### src/rtl/fma_array.sv
// ----------------------------------------------------------------------------
// fma_array
//   LANES-wide signed fixed-point fused multiply-add with saturation.
//   Each lane computes out = round(a * b) + addend, where the addend is either
//   c_in or the lane's own current result (accumulate mode). The datapath is a
//   two-stage pipeline: stage 1 registers the full-width product, stage 2
//   rounds, adds, clamps and updates the result register.
//
// Ports
//   clk_in      clock
//   rst_in      synchronous reset, active high
//   a_in        multiplicand vector (lane i at [i*WIDTH +: WIDTH])
//   b_in        multiplier vector
//   c_in        addend vector
//   a_valid_in  load a_in into the held operand register; use a_in directly
//   b_valid_in  load b_in into the held operand register; use b_in directly
//   c_valid_in  addend = c_in when high, otherwise the lane's current result
//   compute_in  start one FMA on all lanes this cycle
//   clear_in    zero results and flush the pipeline
//   out         registered results
//   valid_out   one-cycle pulse when out was updated
//   sat_out     per-lane flag: the last result was clamped
// ----------------------------------------------------------------------------
module fma_array #(
    parameter int WIDTH       = 16,
    parameter int FIXED_POINT = 10,
    parameter int LANES       = 4
) (
    input  logic                     clk_in,
    input  logic                     rst_in,
    input  logic [LANES*WIDTH-1:0]   a_in,
    input  logic [LANES*WIDTH-1:0]   b_in,
    input  logic [LANES*WIDTH-1:0]   c_in,
    input  logic                     a_valid_in,
    input  logic                     b_valid_in,
    input  logic                     c_valid_in,
    input  logic                     compute_in,
    input  logic                     clear_in,
    output logic [LANES*WIDTH-1:0]   out,
    output logic                     valid_out,
    output logic [LANES-1:0]         sat_out
);

    localparam int PW = 2 * WIDTH;   // full product width
    localparam int XW = PW + 1;      // extended width for round/add, cannot overflow

    // Half an LSB of the result, added before the arithmetic shift (round half up).
    localparam logic signed [XW-1:0] ROUND_HALF =
        {{(XW-1){1'b0}}, 1'b1} << (FIXED_POINT - 1);
    localparam logic signed [XW-1:0] SAT_MAX =
        {{(WIDTH+2){1'b0}}, {(WIDTH-1){1'b1}}};
    localparam logic signed [XW-1:0] SAT_MIN =
        {{(WIDTH+2){1'b1}}, {(WIDTH-1){1'b0}}};

    // Held operands
    logic [LANES*WIDTH-1:0]  r_a;
    logic [LANES*WIDTH-1:0]  r_b;

    // Stage 1 registers
    logic signed [PW-1:0]    r_p1 [LANES];
    logic [LANES*WIDTH-1:0]  r_c1;
    logic                    r_use_acc1;
    logic                    r_v1;

    // Stage 2 / output registers
    logic [LANES*WIDTH-1:0]  r_out;
    logic                    r_valid;
    logic [LANES-1:0]        r_sat;

    // Combinational datapath
    logic [LANES*WIDTH-1:0]  w_op_a;
    logic [LANES*WIDTH-1:0]  w_op_b;
    logic signed [PW-1:0]    w_prod [LANES];
    logic signed [XW-1:0]    w_pext [LANES];
    logic signed [XW-1:0]    w_rnd  [LANES];
    logic [WIDTH-1:0]        w_add  [LANES];
    logic signed [XW-1:0]    w_sum  [LANES];
    logic [LANES*WIDTH-1:0]  w_res;
    logic [LANES-1:0]        w_sat;

    // Same-cycle operand data takes precedence over the held copy.
    assign w_op_a = a_valid_in ? a_in : r_a;
    assign w_op_b = b_valid_in ? b_in : r_b;

    assign out       = r_out;
    assign valid_out = r_valid;
    assign sat_out   = r_sat;

    // Per-lane signed product feeding stage 1.
    always_comb begin
        for (int i = 0; i < LANES; i++) begin
            w_prod[i] = $signed(w_op_a[i*WIDTH +: WIDTH]) * $signed(w_op_b[i*WIDTH +: WIDTH]);
        end
    end

    // Stage 2: round the product, add the selected addend, clamp to WIDTH bits.
    always_comb begin
        w_res = '0;
        w_sat = '0;
        for (int i = 0; i < LANES; i++) begin
            w_pext[i] = {r_p1[i][PW-1], r_p1[i]};
            w_rnd[i]  = (w_pext[i] + ROUND_HALF) >>> FIXED_POINT;
            // Accumulate reads the result register as it stands before this edge,
            // which is exactly the predecessor's result for back-to-back ops.
            if (r_use_acc1) begin
                w_add[i] = r_out[i*WIDTH +: WIDTH];
            end else begin
                w_add[i] = r_c1[i*WIDTH +: WIDTH];
            end
            w_sum[i] = w_rnd[i] + {{(WIDTH+1){w_add[i][WIDTH-1]}}, w_add[i]};
            if (w_sum[i] > SAT_MAX) begin
                w_res[i*WIDTH +: WIDTH] = SAT_MAX[WIDTH-1:0];
                w_sat[i]                = 1'b1;
            end else if (w_sum[i] < SAT_MIN) begin
                w_res[i*WIDTH +: WIDTH] = SAT_MIN[WIDTH-1:0];
                w_sat[i]                = 1'b1;
            end else begin
                w_res[i*WIDTH +: WIDTH] = w_sum[i][WIDTH-1:0];
                w_sat[i]                = 1'b0;
            end
        end
    end

    // Held operand registers; they load whenever their valid is high, even during clear.
    always_ff @(posedge clk_in) begin
        if (rst_in) begin
            r_a <= '0;
            r_b <= '0;
        end else begin
            if (a_valid_in) begin
                r_a <= a_in;
            end else begin
                r_a <= r_a;
            end
            if (b_valid_in) begin
                r_b <= b_in;
            end else begin
                r_b <= r_b;
            end
        end
    end

    // Stage 1 capture; clear drops a compute request issued in the same cycle.
    always_ff @(posedge clk_in) begin
        if (rst_in) begin
            for (int i = 0; i < LANES; i++) begin
                r_p1[i] <= '0;
            end
            r_c1       <= '0;
            r_use_acc1 <= 1'b0;
            r_v1       <= 1'b0;
        end else if (clear_in) begin
            r_v1       <= 1'b0;
        end else if (compute_in) begin
            for (int i = 0; i < LANES; i++) begin
                r_p1[i] <= w_prod[i];
            end
            r_c1       <= c_in;
            r_use_acc1 <= ~c_valid_in;
            r_v1       <= 1'b1;
        end else begin
            r_v1       <= 1'b0;
        end
    end

    // Stage 2 result update; clear discards any op currently in stage 2.
    always_ff @(posedge clk_in) begin
        if (rst_in) begin
            r_out   <= '0;
            r_sat   <= '0;
            r_valid <= 1'b0;
        end else if (clear_in) begin
            r_out   <= '0;
            r_sat   <= '0;
            r_valid <= 1'b0;
        end else if (r_v1) begin
            r_out   <= w_res;
            r_sat   <= w_sat;
            r_valid <= 1'b1;
        end else begin
            r_valid <= 1'b0;
        end
    end

endmodule

### config.mk
export PLATFORM = sky130hd
export DESIGN_NAME = fma_array
export DESIGN_NICKNAME = d
export VERILOG_FILES = /design/src/rtl/fma_array.sv
export SDC_FILE = /design/constraint.sdc
export NUM_CORES = 2
export LEC_CHECK = 0
export CORE_ASPECT_RATIO = 0.6
export CORE_MARGIN = 5
export CORE_UTILIZATION = 40
export DETAILED_ROUTE_END_ITERATION = 8
export GPL_TIMING_DRIVEN = 0
export PLACE_DENSITY = 0.65
export SYNTH_ARGS = -nofsm -noshare
export SYNTH_HDL_FRONTEND = slang
export SYNTH_SLANG_ARGS = --single-unit
### constraint.sdc
create_clock -name clk_in -period 15.45 [get_ports clk_in]
set_input_delay 1.545 -clock clk_in [delete_from_list [all_inputs] [get_ports clk_in]]
set_output_delay 1.545 -clock clk_in [all_outputs]
set_load 0.005 [all_outputs]
==> Yosys cells after proc, flatten, opt, wreduce, memory -nomap -nowiden <==
Memory sizes are Yosys's and may differ from the RTL's.
Cells that the tools add are included.
W data, S select, Z words.
{ "totals": {"register_bits": 263, "ramBits": 128, "input_bits": 199, "out_inout_bits": 69, "elab_cells": 70, "mem_count": 1} }
{ "mem_list": {"columns": ["memory", "words", "word_bits", "rd", "rd_ports_with_merged_regs", "wr", "line", "rtl"], "rows": [
  ["r_p1", 4, 32, 4, 0, 4, "60", "logic signed [PW-1:0] r_p1 [LANES];"]
]} }
{ "op_classes": {"n_addsub": 8, "n_mul": 4, "magnitude_cmp": 8, "muxes": 33, "n_bitwise": 6, "n_reduce_logical": 2} }
{ "ops": {"columns": ["op", "count"], "rows": [
  ["$mux W16", 12],
  ["$add A32 B11 Y33 const B", 4],
  ["$mul A16 B16 Y32", 4],
  ["$mux W32", 4],
  ["$mux W64", 2],
  ["$add A23 B16 Y24", 4],
  ["$gt A24 B16 Y1 const B", 4],
  ["$lt A24 B16 Y1 const B", 4],
  ["$mux W1", 15],
  ["$or A1 B1 Y1", 4],
  ["$not A1 Y1", 2],
  ["$reduce_and A2 Y1", 1],
  ["$reduce_or A2 Y1", 1]
]} }

==> Depth between registers and ports, before layout <==
{ "depth": {"word_depth": 5, "ltp_mapped": 29, "mapped_depth_nobuf": 26} }

==> Worst setup path before layout <==
Ideal clock, no wire load.
{ "synth_timing": {"kind": "in2reg", "startpoint": "input port a_valid_in", "endpoint": "memory r_p1[1][31] (netlist name), data pin", "setup_time_ps": 259, "arrival_time_ps": 8598, "required_time_ps": 15191, "setup_slack_ps": 6593, "cell_stages": 25, "path_buffers": 4, "path_cell_list": "buf_2 buf_4 buf_1 clkbuf_1 mux2i_1 nor2_1 fa_1 inv_1 fa_1 fa_1 inv_1 fa_1 fa_1 inv_1 fa_1 inv_1 ha_1 nand4_1 or2_2 o211a_1 a311o_1 nand3_1 a41oi_1 a21o_1 a211o_1"} }
{ "synth_lines": {"columns": ["item", "line", "rtl"], "rows": [
  ["start: declaration", "34", "input logic a_valid_in,"],
  ["end: declaration", "60", null]
]} }

==> run_results.csv <==
group,metric,value,unit
grt,grt_max_degree,69,
routing,vias,45100,
placed_design,hpwl,159000,um
floorplanning,die_h,302,um
timing,slew_headroom,-1.03,%
logic_synthesis,ys_seq_area_share,14.1,%
setup_path,r2r_slack,7.23,ns
clocking,cts_max_level,2,
routing,drt-total-wl,189000,um
pwr,vdd_drop_max,0.183,mV
grt,antenna_found_initial,11,
timing,maxSlewViolCount,1,
cells_and_area,final_common_cell,"inv_1",
logic_synthesis,synth.distinct_cells,91,
clocking,clkTransAtPathRegs,0.06,ns
clocking,cts_resized,0,
logic_synthesis,syn_area,56900,um^2
logic_synthesis,synth_warnings,0,
timing,fmaxAchievable,89.5,MHz
placed_design,place_congestion,1.02,
cells_and_area,seqCellArea,8030,um^2
worst_hold_path,hold_depth,1,
logic_synthesis,synth_edf_count,92,
routing,viasPerCell,5.32,
timing,rsz0062_at_grt,"no",
floorplanning,die_w,497,um
cells_and_area,most-common-layout-cells,"1,198 x inv_1, 1,048 x fa_1, 841 x nor2_1, 590 x nand2_1, 412 x ha_1",
timing,min_period,11.18,ns
logic_synthesis,synthTopCellsByArea,"fa_1 37%, dfxtp_1 9.2%, ha_1 9.1%",
grt,grt_pass1_vias,45900,
clocking,cts_buffers,42,
timing,setup_viol,0,
setup_path,crit_fanout,14,
logic_synthesis,synthCells,6199,
worst_hold_path,hold_class,"register to register",
floorplanning,io_pins,268,
grt,grt_pass1_wl,288000,um
worst_hold_path,hold_path.startpoint,"r_c1[39]",
placed_design,dpl.cell_count,8375,
setup_path,required,15.80,ns
logic_synthesis,async_flop_share,0,%
routing,drtAntennaViolNets,0,
pwr,power_density,174,nW/um^2
setup_path,crit_arrival,11.53,ns
placed_design,dpl_cell_area,62100,um^2
timing,tns,0,ns
logic_synthesis,ys.flop_type,"dfxtp_1",
clocking,postCtsSetupRepairBufs,0,
floorplanning,num_rows,107,
cells_and_area,nets,8173,
setup_path,r2r_start,"r_b[52]",
cells_and_area,fillCellCount,13900,
setup_path,path_class,"input pin to register",
cells_and_area,multiInputGateArea,43700,um^2
logic_synthesis,synth_top_area_share,36.8,%
logic_synthesis,syn_nets,7858,
logic_synthesis,avgSynthCellArea,9.18,um^2
clocking,clockBufferDepth,3,
outcome,failed_checks,"max-capacitance violations, max-slew violations",
worst_hold_path,hold_path_end,"r_c1[39]",
cells_and_area,stdcell_area,63500,um^2
floorplanning,dieArea,150000,um^2
floorplanning,start_util,40.2,%
logic_synthesis,yosys.area.top_type,"fa_1",
logic_synthesis,synth_seq_cells,355,
placed_design,port_buffers,266,
pwr,design_power_total,0.0111,W
routing,drtIter0Drc,4308,
job,maxCapViolCount,2,
setup_path,end_kind,"register",
clocking,hold_buffers,0,
timing,tightestPinTransition,1.47,ns
grt,track_usage,25.3,%
clocking,clkLatencyLatePin,0.66,ns
floorplanning,coreArea,142000,um^2
routing,drc,0,
cells_and_area,final_cells,8467,
clocking,cts_root_buf,"clkbuf_16",
setup_path,r2r_end,"r_p1[3][30]",
setup_path,r2r_cells,23,
grt,grt_overflow,0,
routing,wl_per_cell,22.3,um
routing,dr.pass1.iters,6,
clocking,cts_tree,"yes",
timing,hold_ws,0.474,ns
timing,min_period_over_period,72.3,%
clocking,cts.sinks,355,
timing,hold_viol_final,0,
timing,finClkSkew,0.0563,ns
outcome,status,"finished with violations",
cells_and_area,drive_above_1_share,5.21,%
pwr,power.static_leakage,30.7,nW
cells_and_area,area_growth_syn_to_layout,11.6,%
setup_path,startpoint_type,"input pin",
==> where the power goes <==
part           total (W)  switching [W]  internal [W]  leakage [nW]
combinational    0.00875        0.00507       0.00368          26.8
clock            0.00106       0.000488      0.000574         0.694
sequential       0.00126       0.000114       0.00114          3.14
total             0.0111        0.00568       0.00540          30.7
==> through the flow <==
step / utilization [%] / worst slack (ns)
after global placement: 43.8 / 1.46
final: 44.9 / 4.27
after CTS: 44.8 / 4.48
after global routing: 44.8 / 4.00
after floorplan: - / 6.59
after detailed placement: 43.8 / 3.81
==> synth_stat cells, drive strengths merged (15+ instances only) <==
cell,n
inv,1199
fa,1048
nor2,843
nand2,590
ha,412
dfxtp,263
xnor2,217
a21oi,191
mux2,164
o21ai,141
clkbuf,140
mux2i,130
edfxtp,92
nand3,79
a21o,78
a22o,65
xor2,52
nand2b,50
or2,40
nor2b,33
o21a,32
and3,30
nand4,30
nor3,29
buf,28
a211oi,22
o21bai,18
and2,15
==> registers in the layout, indices dropped and copies added (netlist names) <==
register and cells:
out 64, r_a 64, r_b 64, r_p1 92, r_c1 64, sat_out 4
r_v1 1, valid_out 1, r_use_acc1 1
==> routing by layer <==
| metal | track usage [%] | routed length (um) | part of all wire, % |
|---|---|---|---|
| met1 | 37.5 | 85100 | 45 |
| met2 | 35.5 | 75000 | 40 |
| met3 | 7.35 | 22600 | 12 |
| met4 | 7.49 | 6190 | 3.3 |
| met5 | 1.25 | 275 | 0.15 |
==> worst max-delay path by stage <==
stage / end / start / cells past startpoint
after global routing: r_p1[0][30] / b_valid_in / 28
final: r_p1[0][30] / b_valid_in / 28
after CTS: r_p1[0][30] / b_valid_in / 28
after detailed placement: r_p1[0][30] / b_valid_in / 28
after global placement: r_p1[0][31] / b_valid_in / 27
after floorplan: r_p1[1][31] / a_valid_in / 25
==> layout make-up <==
type	count	area share [%]
inverters	1199	7.09
clock buffers	59	1.90
flip-flops and latches	355	12.6
plain buffers	168	1.09
repair buffers	271	4.32
well taps	1907	3.75
diodes	13	0.0512
clock inverters	18	0.317
multi-input cells	4477	68.8
==> kinds of logic after synthesis <==
| group | share of synthesized area, % |
|---|---|
| multiplexers | 5.55 |
| XOR/XNOR | 4.14 |
| AND/OR/NAND/NOR | 13.1 |
| adder cells (fa/ha/maj) | 45.9 |
| buffers and inverters | 9.07 |
| flip-flops | 14.1 |
| AO/OA/AOI/OAI | 8.10 |
==> worst max-delay path: stages <==
cell and delay (ns):
clkdlybuf4s50_1 0.54, buf_6 0.29, clkbuf_2 0.36, buf_12 0.25
buf_2 0.63, clkbuf_2 0.86, mux2i_1 1.14, nor2_1 0.16
fa_1 0.59, inv_1 0.05, fa_1 0.53, inv_1 0.05
fa_1 0.52, fa_1 0.44, fa_1 0.49, inv_1 0.05
fa_1 0.47, inv_1 0.04, ha_1 0.33, nand3_1 0.11
a21oi_1 0.11, o21ai_0 0.28, o311a_1 0.45, nor3_1 0.48
a21oi_1 0.25, o21bai_1 0.22, xnor2_1 0.19, nor2_1 0.07
Power figures use the tool's default switching activity.
